==> config.mk <==
export PLATFORM = sky130hd
export DESIGN_NAME = capture_relay
export DESIGN_NICKNAME = d
export VERILOG_FILES = /design/src/rtl/capture_relay.sv
export SDC_FILE = /design/constraint.sdc
export NUM_CORES = 1
export LEC_CHECK = 0
export CORE_ASPECT_RATIO = 0.7
export CORE_MARGIN = 1
export CORE_UTILIZATION = 40
export CTS_BUF_LIST = sky130_fd_sc_hd__clkbuf_4 sky130_fd_sc_hd__clkbuf_8
export CTS_CLUSTER_DIAMETER = 100
export DETAILED_ROUTE_END_ITERATION = 7
export GPL_ROUTABILITY_DRIVEN = 0
export GPL_TIMING_DRIVEN = 0
export PLACE_DENSITY = 0.65
export SETUP_SLACK_MARGIN = 0.3
export SLEW_MARGIN = 40
export SYNTH_ARGS = -nofsm -noshare
export SYNTH_HDL_FRONTEND = slang
export SYNTH_SLANG_ARGS = --single-unit
==> constraint.sdc <==
create_clock -name clk -period 2.8 [get_ports clk]
set_clock_uncertainty 0.05 [all_clocks]
set_input_delay 0.28 -clock clk [delete_from_list [all_inputs] [get_ports clk]]
set_output_delay 0.28 -clock clk [all_outputs]
set_load 0.05 [all_outputs]
==> src/rtl/capture_relay.sv <==
// capture_relay
//   Capture-and-forward buffer between the ADC reader and the serial writer.
//   An arm pulse starts a run of N samples (depth_cfg clamped to 1..DEPTH).
//   The samples are stored and then streamed oldest-first over tx_valid/tx_ready.
//   The block then returns to idle. An abort returns it to idle from any state.
//   adc_valid strobes that arrive while streaming are dropped and counted in overrun.
//
//   Optional feature: define CAPTURE_RELAY_TRIGGER_EN to build the WAIT_TRIG
//   state. In that state, capture starts at the first sample >= trig_level.
//   In the default build trig_level is unused and must be tied off.
//
// Ports
//   clk, rst        clock, asynchronous active-low reset
//   arm, abort      run start (honoured only in idle), synchronous abort
//   depth_cfg       samples per run, sampled on the arm cycle
//   adc_valid/data  ADC sample strobe and data
//   trig_level      trigger threshold (trigger build only)
//   tx_valid/ready  handshake to the writer, tx_data is the word on offer
//   busy, done      not idle / one-cycle pulse after the final word is accepted
//   fill            samples captured in the current (or last) run
//   overrun         saturating count of dropped strobes, cleared only by rst
module capture_relay #(
  parameter int DATA_W = 12,
  parameter int DEPTH  = 16,
  parameter int CNT_W  = $clog2(DEPTH + 1)
) (
  input  logic              clk,
  input  logic              rst,
  input  logic              arm,
  input  logic              abort,
  input  logic [CNT_W-1:0]  depth_cfg,
  input  logic              adc_valid,
  input  logic [DATA_W-1:0] adc_data,
  input  logic [DATA_W-1:0] trig_level,
  input  logic              tx_ready,
  output logic              tx_valid,
  output logic [DATA_W-1:0] tx_data,
  output logic              busy,
  output logic              done,
  output logic [CNT_W-1:0]  fill,
  output logic [7:0]        overrun
);

  localparam int               AW      = $clog2(DEPTH);
  localparam logic [CNT_W-1:0] DEPTH_C = CNT_W'(DEPTH);
  localparam logic [CNT_W-1:0] ONE_C   = CNT_W'(1);

  typedef enum logic [1:0] {
    IDLE      = 2'd0,
`ifdef CAPTURE_RELAY_TRIGGER_EN
    WAIT_TRIG = 2'd1,
`endif
    CAPTURE   = 2'd2,
    SEND      = 2'd3
  } state_t;

  state_t            state;
  logic [CNT_W-1:0]  n_len;      // run length latched on arm
  logic [CNT_W-1:0]  rd_ptr;     // index of the word currently on tx_data
  logic [CNT_W-1:0]  n_clamped;
  logic [CNT_W-1:0]  next_rd;
  logic [DATA_W-1:0] first_word;
  logic              wr_en;
  logic [DATA_W-1:0] mem [DEPTH];

`ifndef CAPTURE_RELAY_TRIGGER_EN
  logic unused_trig;
  assign unused_trig = ^trig_level;
`endif

  // Samples are written in order starting at index 0, so fill doubles as the
  // write pointer.
  // NOTE: every variable written in always_comb gets a default first; a path
  // that leaves one unassigned would infer a latch.
  always_comb begin
    wr_en = 1'b0;
    if (!abort && adc_valid) begin
      if (state == CAPTURE) wr_en = 1'b1;
`ifdef CAPTURE_RELAY_TRIGGER_EN
      if (state == WAIT_TRIG && adc_data >= trig_level) wr_en = 1'b1;
`endif
    end
  end

  always_comb begin
    if (depth_cfg == '0)          n_clamped = ONE_C;
    else if (depth_cfg > DEPTH_C) n_clamped = DEPTH_C;
    else                          n_clamped = depth_cfg;
  end

  assign next_rd = rd_ptr + ONE_C;
  // On entry to SEND, word 0 may be the sample being written in this same cycle.
  // That happens only when N = 1.
  assign first_word = (fill == '0) ? adc_data : mem[0];

  // NOTE: the sample buffer has no reset. Its contents are only read after they
  // have been written in the current run, and leaving it unreset lets it map to RAM.
  always_ff @(posedge clk) begin
    if (wr_en) mem[fill[AW-1:0]] <= adc_data;
  end

  // NOTE: sequential state uses non-blocking assignments only, so every
  // right-hand side reads the pre-edge value regardless of statement order.
  always_ff @(posedge clk or negedge rst) begin
    if (!rst) begin
      state    <= IDLE;
      n_len    <= '0;
      rd_ptr   <= '0;
      fill     <= '0;
      overrun  <= '0;
      tx_valid <= 1'b0;
      tx_data  <= '0;
      busy     <= 1'b0;
      done     <= 1'b0;
    end else begin
      done <= 1'b0;
      if (abort) begin
        state    <= IDLE;
        tx_valid <= 1'b0;
        busy     <= 1'b0;
      end else begin
        case (state)
          IDLE: begin
            if (arm) begin
              n_len  <= n_clamped;
              fill   <= '0;
              rd_ptr <= '0;
              busy   <= 1'b1;
`ifdef CAPTURE_RELAY_TRIGGER_EN
              state  <= WAIT_TRIG;
`else
              state  <= CAPTURE;
`endif
            end
          end
`ifdef CAPTURE_RELAY_TRIGGER_EN
          WAIT_TRIG: begin
            if (wr_en) begin
              fill <= ONE_C;
              if (n_len == ONE_C) begin
                state    <= SEND;
                tx_valid <= 1'b1;
                tx_data  <= adc_data;
              end else begin
                state <= CAPTURE;
              end
            end
          end
`endif
          CAPTURE: begin
            if (adc_valid) begin
              fill <= fill + ONE_C;
              if (fill + ONE_C == n_len) begin
                state    <= SEND;
                tx_valid <= 1'b1;
                tx_data  <= first_word;
              end
            end
          end
          SEND: begin
            if (adc_valid && overrun != 8'hFF) overrun <= overrun + 8'd1;
            if (tx_ready) begin
              if (next_rd == n_len) begin
                state    <= IDLE;
                tx_valid <= 1'b0;
                busy     <= 1'b0;
                done     <= 1'b1;
              end else begin
                rd_ptr  <= next_rd;
                tx_data <= mem[next_rd[AW-1:0]];
              end
            end
          end
          default: begin
            state    <= IDLE;
            tx_valid <= 1'b0;
            busy     <= 1'b0;
          end
        endcase
      end
    end
  end

endmodule
==> run summary <==
port buffer count: 49
Synth Area in Adders: 0.7720%
Comb pwr share: 13.6%
syn nets: 566
Initial Util: 40.93%
FP Rows: 47
compound-gate portion of the synthesized area: 4.066%
pwr dens: 685.6 nW/um2
Least-Margin Pin Slew: 0.8340 ns
CP Data Arrival Time: 2.80 ns
Worst Hold Slack: 0.07175 ns
Synth cell types: 52
Ys Warns: 0
Clk pwr share: 37.6%
first-pass GRT wire length: 32820 um
max cap viols: 0
CTS H-Tree Depth: 2
period utilization: 87.74%
CTS tree: yes
crit path capture type: flip-flop
Routed Antenna Nets: 0
Residual DRC: 0
Hold Crit Class: input pin to flip-flop
Crit path max-delay family: multiplexers
Synth Instances: 525
fillcell total: 1986
RSZ-0062 raised after global routing: true
Yosys reg bits: 232
Post-Synth Simple-Gate Area: 5.610%
CP max stage cell: a2111oi_0
Cell Area, Synth: 9724 um2
non-filler instance count after layout: 973
Max IR drop VDD: 0.3933 mV
initial antenna violation count: 0
setup_tns: 0 ns
I/O pin cnt: 63
Ant. Diodes: 0
clk slew on worst S/H paths: 0.06 ns
async set-reset flop share out of synthesis: 17.24%
Synth Area in XOR/XNOR: 2.290%
number of clock sinks: 232
total grt overflow: 0
Required @ worst endpoint: 3.15 ns
Synth area leader: edfxtp_1
post-synthesis mux area share: 15.81%
post-placement cell count: 895
area share of the largest cell type after synthesis: 59.29%
startpoint types: flip-flop
share of cells above drive strength 1: 31.15%
Clk Tree Root Cell: clkbuf_8
drt first pass iters: 7
Die Span X: 188.4 um
largest net degree at the start of global routing: 41
routed vias: 5313
gr usage total: 17.97%
Commonest cells post-synth: edfxtp_1, mux4_2, dfrtp_1
EDFF count, synth: 192
Final Instance Area: 11820 um2
final period demand of the worst path: 2.457 ns
via/cell ratio: 5.460
final wirelength: 22230 um
CTS Buffer Depth: 3
top cells by area, synth: edfxtp_1, mux4_2, dfrtp_1, mux2i_1, mux2_4
Pleak: 4.023 nW
vias in the first global route: 5192
most frequent cell after synthesis: edfxtp_1
placed instance area: 10660 um2
Fin. Hold Viols: 0
FMAX: 0.4070 GHz
status: finished clean
Wirelength per Cell: 22.85 um
nets: 667
largest family of logic cells by synthesized area: multiplexers
switching share of total power: 25.62%
Synth Flop Type: edfxtp_1
max-slew violations: 0
crit-path cells: ha_4, clkbuf_4, buf_6, mux4_2, a2111oi_0, a221oi_1, mux2_2
total CTS buffers: 38
CP max FO: 10
Crit Path Class: flip-flop to flip-flop
Reg power frac: 48.8%
Max-slew headroom: 44.23%
DR iter-0 viols: 479
slowest stage delay, CP: 0.46 ns
Worst-Skew Late Latency: 0.52 ns
Seq/Total Area, Yosys: 69.58%
Post-DP HPWL: 14450 um
Buf+Inv Stages, Crit Path: 2
Core Footprint: 23760 um2
synthesized area per cell: 18.52 um2
Die ar.: 24950 um2
final setup vio count: 0
Sw Pwr: 2.076 mW
Die H: 132.5 um
area delta synth->final: 21.55%
Int Pwr: 6.027 mW
[cells by family (layout without fill, tap and decap cells)]
| kind of cell | count (synthesis) | in the layout |
|---|---|---|
| AOI/OAI and AO/OA | 46 | 46 |
| buffers and inverters | 32 | 162 |
| and+or+nand+nor | 99 | 99 |
| muxes | 88 | 88 |
| adders and majority gates | 6 | 6 |
| xor gates and xnor gates | 22 | 22 |
| DFF | 232 | 232 |
[path summary, 6_finish.rpt]
check	end	cells after the start	start	slack, ns
min in group asynchronous	tx_data[6]	2	rst	0.24
min	state[1]	2	abort	0.07
max reg2reg	tx_data[11]	7	rd_ptr[1]	0.34
max in group asynchronous	fill[0]	2	rst	2.04
min reg2reg	overrun[7]	1	overrun[7]	0.44
max	tx_data[11]	7	rd_ptr[1]	0.34
[registers in the layout, indices dropped and copies added, names as in the netlist]
name and cells:
tx_valid 1, overrun 8, mem 192, fill 5, state 2, rd_ptr 5
busy 1, tx_data 12, n_len 5, done 1
[cell usage in the layout, fill, tap and decap left out, types with 5 or more instances in the layout]
master             n
clkbuf_4          12
clkbuf_1           5
edfxtp_1         192
clkinv_2           5
mux2_4            10
xnor2_1            9
mux2i_1           20
clkinv_1          10
clkbuf_2           5
and2_2             5
a2111oi_2          6
nor2b_1           16
buf_6              9
mux2_2             5
and2_4             5
a221oi_1          10
mux4_2            48
nand2_1           19
clkbuf_8          40
ha_1               5
nor2_1            14
xor2_1             8
clkdlybuf4s50_1   48
dfrtp_1           39
buf_4             14
nand3_1            9
mux2i_2            5
[what timing repair did]
item | CTS | global route
pin swaps | 0 | 5
hold buffers | 1 | 0
setup endpoints to repair | 180 | 157
cloned | 0 | 0
endpoints found under the hold margin | 40 | 0
buffers inserted | 0 | 8
resized for setup | 53 | 39
[layer usage]
metal	vias up	wire, um	track usage [%]
met5	-	0	0
met4	0	281	3.450
met3	30	1566	3.979
met2	189	9951	25.79
met1	2763	10430	28.13
li1	2331	-	-
[power by group through the flow]
stage,combinational [mW],sequential (mW),clock [mW]
3_3_place_gp,1.03,4.02,0
4_1_cts,1.07,3.96,3.11
3_5_place_dp,1.05,4.03,0
2_1_floorplan,0.353,4.32,0
6_report,1.10,3.95,3.05
5_1_grt,1.16,3.97,3.26
[stage by stage]
stage	util (%)	power [mW]	worst slack [ns]
finish	49.75	8.104	0.3432
global route	49.75	8.390	0.2447
CTS	48.85	8.130	0.2723
detailed placement	44.85	5.075	-0.4001
global placement	44.70	5.053	-0.6591
floorplan	-	4.671	0.3026
[final cells by class]
| class | instances | area, um2 | share of cell area, % |
|---|---|---|---|
| sequential | 232 | 6768 | 57.26 |
| multi-input combinational | 261 | 3032 | 25.65 |
| clock buffer | 49 | 611.8 | 5.176 |
| timing repair buffer | 61 | 578.1 | 4.890 |
| tap | 318 | 397.9 | 3.366 |
| buffer | 28 | 246.5 | 2.085 |
| clock inverter | 20 | 171.4 | 1.450 |
| inverter | 4 | 15.01 | 0.1270 |
Power figures use the tool's default switching activity.
